===== src/rtl/pc_unit.sv =====
// Program counter for a word-addressed instruction memory. It steps through the
// IDLE/RUN/HALT/ERROR states and selects the next pc from the redirect inputs by priority.
module pc_unit #(
    parameter int MEM_DEPTH = 256,
    parameter int RESET_PC  = 0
) (
    input  logic        clk,
    input  logic        rst_n,
    input  logic        start,
    input  logic        stall,
    input  logic        halt_req,
    input  logic        branch_taken,
    input  logic [15:0] branch_offset,
    input  logic        jump,
    input  logic [25:0] jump_addr,
    input  logic        jr,
    input  logic [31:0] jr_addr,
    output logic [31:0] pc,
    output logic [31:0] pc_plus1,
    output logic [1:0]  state,
    output logic [15:0] fetch_count
);

    typedef enum logic [1:0] {
        S_IDLE = 2'b00,
        S_RUN  = 2'b01,
        S_HALT = 2'b10,
        S_ERR  = 2'b11
    } state_t;

    localparam logic [9:0]  RESET_PC_W = 10'(RESET_PC);
    localparam logic [10:0] DEPTH_W    = 11'(MEM_DEPTH);

    state_t      r_state, w_state_nxt;
    logic [9:0]  r_pc, w_pc_nxt, w_pc_plus1, w_target;
    logic [15:0] r_fcnt, w_fcnt_nxt;
    logic        w_jr_bad, w_bad_target;
    logic        w_unused_bits;

    assign w_unused_bits = ^{jump_addr[25:10], branch_offset[15:10]};

    assign w_pc_plus1 = r_pc + 10'd1;

    // The sum is truncated to 10 bits, so only the low 10 bits of the sign-extended
    // offset can affect the result.
    always_comb begin
        w_target = w_pc_plus1;
        w_jr_bad = 1'b0;
        if (jr) begin
            w_target = jr_addr[9:0];
            w_jr_bad = |jr_addr[31:10];
        end else if (jump) begin
            w_target = jump_addr[9:0];
        end else if (branch_taken) begin
            w_target = w_pc_plus1 + branch_offset[9:0];
        end
    end

    assign w_bad_target = w_jr_bad || ({1'b0, w_target} >= DEPTH_W);

    always_comb begin
        w_state_nxt = r_state;
        w_pc_nxt    = r_pc;
        w_fcnt_nxt  = r_fcnt;
        case (r_state)
            S_IDLE: if (start) w_state_nxt = S_RUN;
            S_RUN: begin
                if (halt_req) begin
                    w_state_nxt = S_HALT;
                end else if (stall) begin
                    w_state_nxt = S_RUN;
                end else if (w_bad_target) begin
                    w_state_nxt = S_ERR;
                end else begin
                    w_pc_nxt   = w_target;
                    w_fcnt_nxt = (r_fcnt == 16'hFFFF) ? r_fcnt : r_fcnt + 16'd1;
                end
            end
            S_HALT:  w_state_nxt = S_HALT;
            S_ERR:   w_state_nxt = S_ERR;
            default: w_state_nxt = S_ERR;
        endcase
    end

    always_ff @(posedge clk) begin
        if (!rst_n) begin
            r_state <= S_IDLE;
            r_pc    <= RESET_PC_W;
            r_fcnt  <= 16'd0;
        end else begin
            r_state <= w_state_nxt;
            r_pc    <= w_pc_nxt;
            r_fcnt  <= w_fcnt_nxt;
        end
    end

    assign pc          = {22'd0, r_pc};
    assign pc_plus1    = {22'd0, w_pc_plus1};
    assign state       = r_state;
    assign fetch_count = r_fcnt;

endmodule


===== config.mk =====
export PLATFORM = sky130hd
export DESIGN_NAME = pc_unit
export DESIGN_NICKNAME = d
export VERILOG_FILES = /design/src/rtl/pc_unit.sv
export SDC_FILE = /design/constraint.sdc
export NUM_CORES = 1
export LEC_CHECK = 0
export ABC_CLOCK_PERIOD_IN_PS = 9000
export CAP_MARGIN = 20
export CORE_ASPECT_RATIO = 0.5
export CORE_UTILIZATION = 45
export DETAILED_ROUTE_END_ITERATION = 12
export DONT_BUFFER_PORTS = 1
export PLACE_DENSITY_LB_ADDON = 0.05
export SYNTH_ARGS = -nofsm -noshare
export SYNTH_HDL_FRONTEND = slang
export SYNTH_SLANG_ARGS = --single-unit

===== constraint.sdc =====
create_clock -name clk -period 9 [get_ports clk]
set_input_delay 1.8 -clock clk [delete_from_list [all_inputs] [get_ports clk]]
set_output_delay 1.8 -clock clk [all_outputs]
set_load 0.02 [all_outputs]

==> results by group <==
Drt
  – ANT nets after route: 0
  – M1 WL: 2780 um
  – Drt initial violations: 57
  – Residual DRC count: 0
  – Top layer in use: met4
  – DR vias/cell: 5.63
  – Routed wire length: 5680 um
  – Vias post-DR: 2099
  – Routed WL per cell: 15.2 um
  – Met2 WL: 2540 um
  – Met3 Wirelength: 341 um
  – Drt pass-1 iters: 4

Clock tree
  – Clk_lat worst skew: 270 ps
  – Root Driver: clkbuf_8
  – Num CTS Buffers: 3
  – Hold buffers post-CTS: 0
  – TritonCTS clock tree: built
  – Resized Gates After CTS: 0
  – CTS HTree Levels: 1
  – Deepest clock path buffer count: 2
  – Clk sinks: 28
  – Postcts setup bufs: 0
  – Clock-pin slew on the worst setup and hold paths: 100 ps

Global routing
  – First-pass GRT wire length: 8270 um
  – Gr ovfl total: 0
  – Largest net degree at the start of global routing: 35
  – Vias in the first global route: 1684
  – Initial antenna violation count: 0
  – Tot GR Track Use: 18.4%

Placement
  – Routability Congestion: 0.761
  – Port bufs: 0
  – HPWL after detailed placement: 4420 um

Worst setup path
  – Crit end category: flop
  – Worst setup path class: in2reg
  – Largest stage delay, worst path: 470 ps
  – Worst R2R End: fetch_count[5]
  – CP Max Fanout: 29
  – Crit path DAT: 4690 ps
  – R2R cell count: 13
  – Most frequent CP cell: a21oi_1
  – Startpoint Class: input pin
  – CP max-delay cell: or4_1
  – Worst R2R Start: r_pc[1]
  – Worst EP required: 9200 ps
  – Worst R2R Setup Slack: 4740 ps
  – Crit-path cells: ha_1 > fa_1 > a211oi_2 > nor3_1 > a311o_1 > a21oi_1 > xnor2_1 > o31a_1 > buf_8 > or4_1 > a21oi_1

Pwr
  – Total leakage power: 0.000904 uW
  – Switching Fraction: 29.0%
  – P per Cell Area: 119 nW/um^2
  – Combinational share of power: 18.6%
  – Internal power: 200 uW
  – Clk network pwr share: 35.0%
  – Sw Pwr: 81.8 uW
  – Worst IR drop on VDD: 0.0825 mV
  – Flop pwr share: 46.5%

Worst hold path
  – HP Start: fetch_count[10]
  – Hold endpoint: fetch_count[10]
  – Worst Hold Depth: 2
  – Hold WC Path Type: reg2reg

Layout
  – Fin util: 46.9%
  – Multi-input logic area: 1590 um^2
  – Nets: 398
  – Antenna diode count: 0
  – Fill count: 500
  – Share of cells above drive strength 1: 4.29%
  – Area Growth Syn to Fin: -1.61%
  – Reg area: 561 um^2

Synthesis
  – Synth top area share: 23.3%
  – Post-Syn Area: 2410 um^2
  – Number of enable flip-flop cells after synthesis: 0
  – Netlist cell types: 51
  – Synth area leaders: dfxtp_1 (23%), buf_4 (14%), a21oi_1 (5.8%)
  – Syn. warnings: 0
  – Register area share after synthesis: 23.3%
  – Post-synth ARST share: 0%
  – Synth area leader: dfxtp_1
  – Top post-synthesis cells by count: buf_4 (44), a21oi_1 (28), dfxtp_1 (28), nor2_1 (20), nand2_1 (18)
  – Seq cells post-synth: 28
  – Mapped Cells: 309
  – Post-synthesis area per instance: 7.79 um^2
  – Most frequent cell after synthesis: buf_4
  – Primary FF master, synth: dfxtp_1

Floorplan
  – Core Region: 5040 um^2
  – Die height: 53.7 um
  – Num ports: 164
  – Die Wd: 105 um
  – Die area: 5660 um^2
  – Initial Util: 47.7%
  – Row count: 18

Timing
  – Final setup fails: 0
  – Min cycle time layout: 4490 ps
  – Clk_skew: 3.37 ps
  – Slew Limit Fails: 0
  – Worst-Margin Slew: 867 ps
  – Setup TNS: 0 ps
  – Tcrit/Tclk final: 49.9%
  – Fmax: 223 MHz
  – RSZ-0062 raised after global routing: false
  – Relative slew slack: 42.0%
  – Final hold vios: 0

Run status
  – Status: completed

Flow run
  – Max Cap Viol: 0
## state kept, by name, indices dropped and copies added (netlist names)
register and count:
r_pc 10, fetch_count 16, state 2
## area by class of cell
| class | count | area share [%] |
|---|---|---|
| clock buffer | 3 | 1.74 |
| timing repair buffer | 2 | 0.951 |
| clock inverter | 1 | 1.27 |
| tap | 70 | 3.70 |
| sequential | 28 | 23.7 |
| inverter | 10 | 1.58 |
| multi-input combinational | 259 | 67.1 |
## routing by layer
metal	vias to the layer above	global-route usage, %
met5	-	0
met4	0	2.11
met3	2	4.24
met2	76	31.0
met1	988	25.1
li1	1033	-
## stage by stage
step           setup slack [ps]  hold WS, ps  cells  instance area [um^2]  total power (uW)
2_1_floorplan              4680          559    352                  2570               195
3_3_place_gp               4070          582    367                  2270               184
3_5_place_dp               3990          598    368                  2280               185
4_1_cts                    4270          611    372                  2350               284
5_1_grt                    4380          642    373                  2370               297
6_report                   4510          604    373                  2370               282
## worst max-delay path: cells and delay by family
family	cells	cell delay (ps)
XOR/XNOR	1	140
buffers and inverters	1	200
AO/OA/AOI/OAI	5	1330
adder cells (fa/ha/maj)	2	660
AND/OR/NAND/NOR	2	560
## logic make-up after synthesis
family,Yosys count,share of synthesized area [%]
AND/OR/NAND/NOR,99,21.8
buffers and inverters,65,17.4
adder cells (fa/ha/maj),12,6.55
flip-flops,28,23.3
XOR/XNOR,18,6.55
multiplexers,4,1.66
other,1,0.156
AO/OA/AOI/OAI,82,22.6
## cells in the final DEF (no fill, tap or decap), types with 3 or more instances in the layout
cell,n
conb_1,44
nor2_1,20
nand2_1,18
nor3_1,5
o31ai_1,4
a211oi_1,10
a21o_1,3
dfxtp_1,28
ha_1,11
o21ai_0,13
nor4_1,9
o31a_1,3
and3_1,6
xor2_1,6
inv_1,10
xnor2_1,12
nand4_1,8
mux2i_1,4
or4_1,3
o21a_1,3
nand3_1,14
clkbuf_8,3
or3_1,6
a21oi_1,28
## power by group through the flow
stage	Clock [uW]	Combinational, uW	Sequential (uW)
2_1_floorplan	0	61.5	133
3_3_place_gp	0	50.4	134
3_5_place_dp	0	51.2	134
4_1_cts	102	51.7	131
5_1_grt	108	57.6	131
6_report	98.6	52.3	131
## worst max path at each step
stage | start | depth (start not counted) | slack (ps) | endpoint
3_5_place_dp | branch_offset[0] | 10 | 3990 | r_pc[7]
5_1_grt | branch_offset[0] | 11 | 4380 | fetch_count[5]
3_3_place_gp | branch_offset[0] | 10 | 4070 | fetch_count[2]
4_1_cts | branch_offset[0] | 10 | 4270 | r_pc[7]
2_1_floorplan | branch_offset[0] | 11 | 4680 | fetch_count[3]
6_report | branch_offset[0] | 11 | 4510 | fetch_count[5]
No activity file was read; power rests on OpenSTA's default activity.
